## src/rtl/dds_sweep_ctrl.sv

```systemverilog
// dds_sweep_ctrl: linear frequency-sweep sequencer that feeds the K (frequency)
// and P (phase) inputs of a DDS phase-accumulator core. Configuration is written
// into shadow registers. These are copied to an active set when a sweep starts,
// so writes made during a sweep only affect the next one.
module dds_sweep_ctrl #(
    parameter int DWELL_W = 16
) (
    input  logic               clk,
    input  logic               rst_n,
    input  logic               cfg_we,
    input  logic [2:0]         cfg_addr,
    input  logic [31:0]        cfg_wdata,
    input  logic               start,
    input  logic               abort,
    output logic [31:0]        K,
    output logic [10:0]        P,
    output logic               busy,
    output logic               k_upd,
    output logic               done
);

    typedef enum logic {IDLE, HOLD} state_t;

    // Shadow configuration (written any time)
    logic [31:0]        start_k_reg, stop_k_reg, step_k_reg;
    logic [DWELL_W-1:0] dwell_reg;
    logic [10:0]        phase_reg;
    logic [1:0]         mode_reg;

    // Active configuration (frozen for the duration of a sweep)
    logic [31:0]        act_start_reg, act_stop_reg, act_step_reg;
    logic [DWELL_W-1:0] act_dwell_reg;
    logic [1:0]         act_mode_reg;

    logic [31:0]        act_start_next, act_stop_next, act_step_next;
    logic [DWELL_W-1:0] act_dwell_next;
    logic [1:0]         act_mode_next;

    state_t             state_reg, state_next;
    logic [DWELL_W-1:0] cnt_reg, cnt_next;
    logic [31:0]        k_next;
    logic [10:0]        p_next;
    logic               busy_next, k_upd_next, done_next;

    logic [32:0]        up_sum, dn_diff, dn_thresh;
    logic [31:0]        next_word;

    // Shadow register file write port
    always_ff @(posedge clk or negedge rst_n) begin
        if (!rst_n) begin
            start_k_reg <= '0;
            stop_k_reg  <= '0;
            step_k_reg  <= '0;
            dwell_reg   <= '0;
            phase_reg   <= '0;
            mode_reg    <= '0;
        end else if (cfg_we) begin
            case (cfg_addr)
                3'd0:    start_k_reg <= cfg_wdata;
                3'd1:    stop_k_reg  <= cfg_wdata;
                3'd2:    step_k_reg  <= cfg_wdata;
                3'd3:    dwell_reg   <= cfg_wdata[DWELL_W-1:0];
                3'd4:    phase_reg   <= cfg_wdata[10:0];
                3'd5:    mode_reg    <= cfg_wdata[1:0];
                default: ;
            endcase
        end
    end

    // Next frequency word: step toward STOP_K and clamp onto it on overshoot,
    // wrap-around, zero step or a direction that points away from STOP_K
    always_comb begin
        up_sum    = {1'b0, K} + {1'b0, act_step_reg};
        dn_diff   = {1'b0, K} - {1'b0, act_step_reg};
        dn_thresh = {1'b0, act_stop_reg} + {1'b0, act_step_reg};
        next_word = act_stop_reg;
        if (act_step_reg != 32'd0) begin
            if (!act_mode_reg[1]) begin
                if (!up_sum[32] && (up_sum[31:0] < act_stop_reg))
                    next_word = up_sum[31:0];
            end else begin
                if (!dn_diff[32] && ({1'b0, K} >= dn_thresh))
                    next_word = dn_diff[31:0];
            end
        end
    end

    // Sweep FSM next-state and registered-output logic
    always_comb begin
        state_next     = state_reg;
        cnt_next       = cnt_reg;
        k_next         = K;
        p_next         = P;
        busy_next      = busy;
        k_upd_next     = 1'b0;
        done_next      = 1'b0;
        act_start_next = act_start_reg;
        act_stop_next  = act_stop_reg;
        act_step_next  = act_step_reg;
        act_dwell_next = act_dwell_reg;
        act_mode_next  = act_mode_reg;
        if (abort) begin
            state_next = IDLE;
            busy_next  = 1'b0;
        end else begin
            case (state_reg)
                IDLE: begin
                    if (start) begin
                        act_start_next = start_k_reg;
                        act_stop_next  = stop_k_reg;
                        act_step_next  = step_k_reg;
                        act_dwell_next = dwell_reg;
                        act_mode_next  = mode_reg;
                        k_next         = start_k_reg;
                        p_next         = phase_reg;
                        cnt_next       = dwell_reg;
                        k_upd_next     = 1'b1;
                        busy_next      = 1'b1;
                        state_next     = HOLD;
                    end
                end
                HOLD: begin
                    if (cnt_reg != '0) begin
                        cnt_next = cnt_reg - 1'b1;
                    end else if (K == act_stop_reg) begin
                        if (act_mode_reg[0]) begin
                            k_next     = act_start_reg;
                            cnt_next   = act_dwell_reg;
                            k_upd_next = 1'b1;
                        end else begin
                            state_next = IDLE;
                            busy_next  = 1'b0;
                            done_next  = 1'b1;
                        end
                    end else begin
                        k_next     = next_word;
                        cnt_next   = act_dwell_reg;
                        k_upd_next = 1'b1;
                    end
                end
                default: state_next = IDLE;
            endcase
        end
    end

    // State, counter, active set and output registers
    always_ff @(posedge clk or negedge rst_n) begin
        if (!rst_n) begin
            state_reg     <= IDLE;
            cnt_reg       <= '0;
            K             <= '0;
            P             <= '0;
            busy          <= 1'b0;
            k_upd         <= 1'b0;
            done          <= 1'b0;
            act_start_reg <= '0;
            act_stop_reg  <= '0;
            act_step_reg  <= '0;
            act_dwell_reg <= '0;
            act_mode_reg  <= '0;
        end else begin
            state_reg     <= state_next;
            cnt_reg       <= cnt_next;
            K             <= k_next;
            P             <= p_next;
            busy          <= busy_next;
            k_upd         <= k_upd_next;
            done          <= done_next;
            act_start_reg <= act_start_next;
            act_stop_reg  <= act_stop_next;
            act_step_reg  <= act_step_next;
            act_dwell_reg <= act_dwell_next;
            act_mode_reg  <= act_mode_next;
        end
    end

endmodule

```

## config.mk

```make
export PLATFORM = sky130hd
export DESIGN_NAME = dds_sweep_ctrl
export DESIGN_NICKNAME = d
export VERILOG_FILES = /design/src/rtl/dds_sweep_ctrl.sv
export SDC_FILE = /design/constraint.sdc
export NUM_CORES = 1
export LEC_CHECK = 0
export BUFFER_PORTS_ARGS = -buffer_cell sky130_fd_sc_hd__buf_2
export CAP_MARGIN = 30
export CORE_MARGIN = 1
export CORE_UTILIZATION = 25
export CTS_CLUSTER_DIAMETER = 80
export DETAILED_ROUTE_END_ITERATION = 12
export SETUP_SLACK_MARGIN = 0.02
export SLEW_MARGIN = 20
export SYNTH_ARGS = -nofsm -noshare
export SYNTH_HDL_FRONTEND = slang
export SYNTH_SLANG_ARGS = --single-unit
```

## constraint.sdc

```tcl
create_clock -name clk -period 7 [get_ports clk]
set_clock_uncertainty 0.15 [all_clocks]
set_input_delay 0 -clock clk [delete_from_list [all_inputs] [get_ports clk]]
set_output_delay 0 -clock clk [all_outputs]
set_load 0.02 [all_outputs]
```

==> impl_metrics.env <==
export IMPL_status="completed"
export IMPL_die_w_um=286
export IMPL_power_leakage_nw=10.1
export IMPL_cts_root_buf="clkbuf_16"
export IMPL_synth_warnings=0
export IMPL_grt_pass1_vias=16400
export IMPL_worst_path_max_fanout=15
export IMPL_post_place_ws_ns=0.449
export IMPL_period_share_pct=95.6
export IMPL_synthXorXnorAreaFrac_pct=5.29
export IMPL_final_common_cell="dfrtp_1"
export IMPL_slowest_delay_ns=0.62
export IMPL_synthCells=2133
export IMPL_avgViaCountPerCell=5.13
export IMPL_finalCriticalPeriod_ns=6.69
export IMPL_seq_area_um2=7560
export IMPL_syn_nets=2337
export IMPL_dp_hpwl_mm=53.4
export IMPL_start_util_pct=25.4
export IMPL_wl_met1_mm=32.8
export IMPL_dr_pass1_iters=5
export IMPL_num_vias=17000
export IMPL_synth_edff_count=0
export IMPL_drv_slew=0
export IMPL_cp_required_ns=7.34
export IMPL_max_cap_viol_count=0
export IMPL_synth_fa_ha_area_share_pct=10.3
export IMPL_ctsResizeCount=0
export IMPL_synth_mux_area_share_pct=11.4
export IMPL_h_tree_depth=2
export IMPL_power_density_nw_per_um2=458
export IMPL_mostFrequentLayoutCells="dfrtp_1, mux2_2, a21oi_1"
export IMPL_r2r_slack_ns=0.31
export IMPL_synth_compound_area_share_pct=17.8
export IMPL_grt_max_degree=187
export IMPL_fin_nets=2451
export IMPL_synth_seq_area_share_pct=37.4
export IMPL_diodes=0
export IMPL_cts_made_buffers=35
export IMPL_yosysUniqueCellTypes=88
export IMPL_wl_per_cell_um=21.1
export IMPL_holdCritPathClass="in -> reg"
export IMPL_pin_count=86
export IMPL_cts_tree="done"
export IMPL_synthesis_area_um2=20200
export IMPL_synth_top_family_by_area="compound AO/OA/AOI/OAI gates"
export IMPL_core_area_um2=79500
export IMPL_die_h_um=286
export IMPL_antenna_found_initial=0
export IMPL_place_congestion=0.995
export IMPL_top_layer="met4"
export IMPL_worst_pin_slew_ns=0.936
export IMPL_postRouteAntennaNets=0
export IMPL_multi_input_area_um2=11800
export IMPL_ys_ff_latch=302
export IMPL_grt_setup_unrepaired="no"
export IMPL_startpoint_type="flop"
export IMPL_worstSetupEndpointType="flop"
export IMPL_grt_overflow_total=0
export IMPL_clock_latency_ns=0.57
export IMPL_ctsLongestPathBuffers=3
export IMPL_tns_ns=0
export IMPL_max_freq_mhz=149
export IMPL_io_buffers=85
export IMPL_slowest_stage="a221oi_1"
export IMPL_relSlewSlack_pct=37.6
export IMPL_grt_pass1_wl_mm=105
export IMPL_rows=103
export IMPL_synth_ff_type="dfrtp_1"
export IMPL_wirelength_mm=70.0
export IMPL_synthArstFlopShare_pct=100
export IMPL_peakVddDrop_v=0.000212
export IMPL_path_cells="ha_1, nand2b_1, a221oi_1, o31ai_1, and4bb_1, o21bai_1, a21o_1, a221o_1, xnor2_1, ha_1, a21o_1, a211oi_2, o21ai_1, or4_4, or4b_4, nor2_1, nand2_2, o32ai_1, a311oi_1, o221ai_1"
export IMPL_synthToLayoutAreaGrowth_pct=17.0
export IMPL_holdWs_ns=0.107
export IMPL_fin_ws_ns=0.311
export IMPL_critPathKind="reg -> reg"
export IMPL_wl_met2_mm=29.7
export IMPL_path_clk_slew_ns=0.07
export IMPL_cp_data_arrival_time_ns=7.03
export IMPL_gr_usage_all_layers_pct=16.8
export IMPL_drive_gt1_share_pct=18.2
export IMPL_fill_cells=8345
export IMPL_drc=0
export IMPL_setup_violations=0
export IMPL_fp_dieArea_um2=82000
export IMPL_avgSynthCellArea_um2=9.48
export IMPL_hold_viol=0
export IMPL_cts_setup_buffers=0
export IMPL_numClockSinks=302
export IMPL_dr_wl_met3_mm=5.50
export IMPL_first_iter_violations=1633
export IMPL_synthSimpleGateAreaFrac_pct=13.6
[metal layers]
layer / vias to the layer above / track usage (%)
met4: 0 / 4.95
met3: 98 / 3.00
met1: 8350 / 24.7
met5: - / 0
li1: 7957 / -
met2: 629 / 24.9
[cell type report]
| cell class | count | share of cell area (%) |
|---|---|---|
| multi-input combinational | 1616 | 50.1 |
| sequential | 302 | 32.0 |
| tap | 1050 | 5.56 |
| timing repair buffer | 177 | 5.53 |
| clock buffer | 48 | 4.26 |
| inverter | 115 | 1.83 |
| clock inverter | 14 | 0.773 |
[worst max-delay path, delay by kind of cell (launching register included)]
family                     cells  cell delay (ns)
adders and majority gates      2             0.76
xor gates and xnor gates       1             0.16
DFF                            1             0.46
and+or+nand+nor                6             2.44
AOI/OAI and AO/OA             11             2.64
[power by group]
part | leakage (nW) | switching [mW] | internal, mW
registers | 3.68 | 0.608 | 2.23
clock network | 0.585 | 0.791 | 1.13
logic | 5.87 | 3.69 | 2.38
[final timing paths]
check	from	depth (start not counted)	end
min in group asynchronous	rst_n	4	k_upd
max in group asynchronous	rst_n	4	K[14]
worst min-delay path	cfg_wdata[31]	3	step_k_reg[31]
worst min register to register	stop_k_reg[23]	2	act_stop_reg[23]
worst max-delay path	K[8]	20	K[27]
worst max register to register	K[8]	20	K[27]
[per-stage QoR]
stage / cell area [um^2] / utilization (%) / cells / total power [mW]
global placement: 22000 / 27.6 / 3214 / 8.76
CTS: 23600 / 29.7 / 3321 / 10.8
finish: 23600 / 29.7 / 3322 / 10.8
global route: 23600 / 29.7 / 3322 / 11.5
detailed placement: 22000 / 27.7 / 3217 / 8.76
floorplan: 20200 / - / 2133 / 6.72
[cells in the mapped netlist, drive strengths merged (27+ instances only)]
| library cell | n | area (um^2) |
|---|---|---|
| nor3 | 33 | 165 |
| mux2 | 186 | 2090 |
| nor2b | 27 | 169 |
| ha | 161 | 2010 |
| xnor2 | 63 | 552 |
| nor2 | 138 | 521 |
| inv | 115 | 432 |
| nand2b | 32 | 200 |
| a21oi | 165 | 830 |
| o21ai | 168 | 841 |
| xor2 | 59 | 517 |
| nand2 | 158 | 598 |
| clkbuf | 79 | 300 |
| nand3 | 56 | 285 |
| dfrtp | 302 | 7560 |
[repair_timing]
item                                    in CTS  in global routing
endpoints found under the setup margin       0                  0
hold endpoints to repair                   303                  0
hold buffers                                42                  0
[kinds of logic after synthesis]
family | after synthesis
AOI/OAI and AO/OA | 570
xor gates and xnor gates | 122
adders and majority gates | 164
buffers and inverters | 215
DFF | 302
muxes | 206
and+or+nand+nor | 554
No activity file was read; power rests on OpenSTA's default activity.
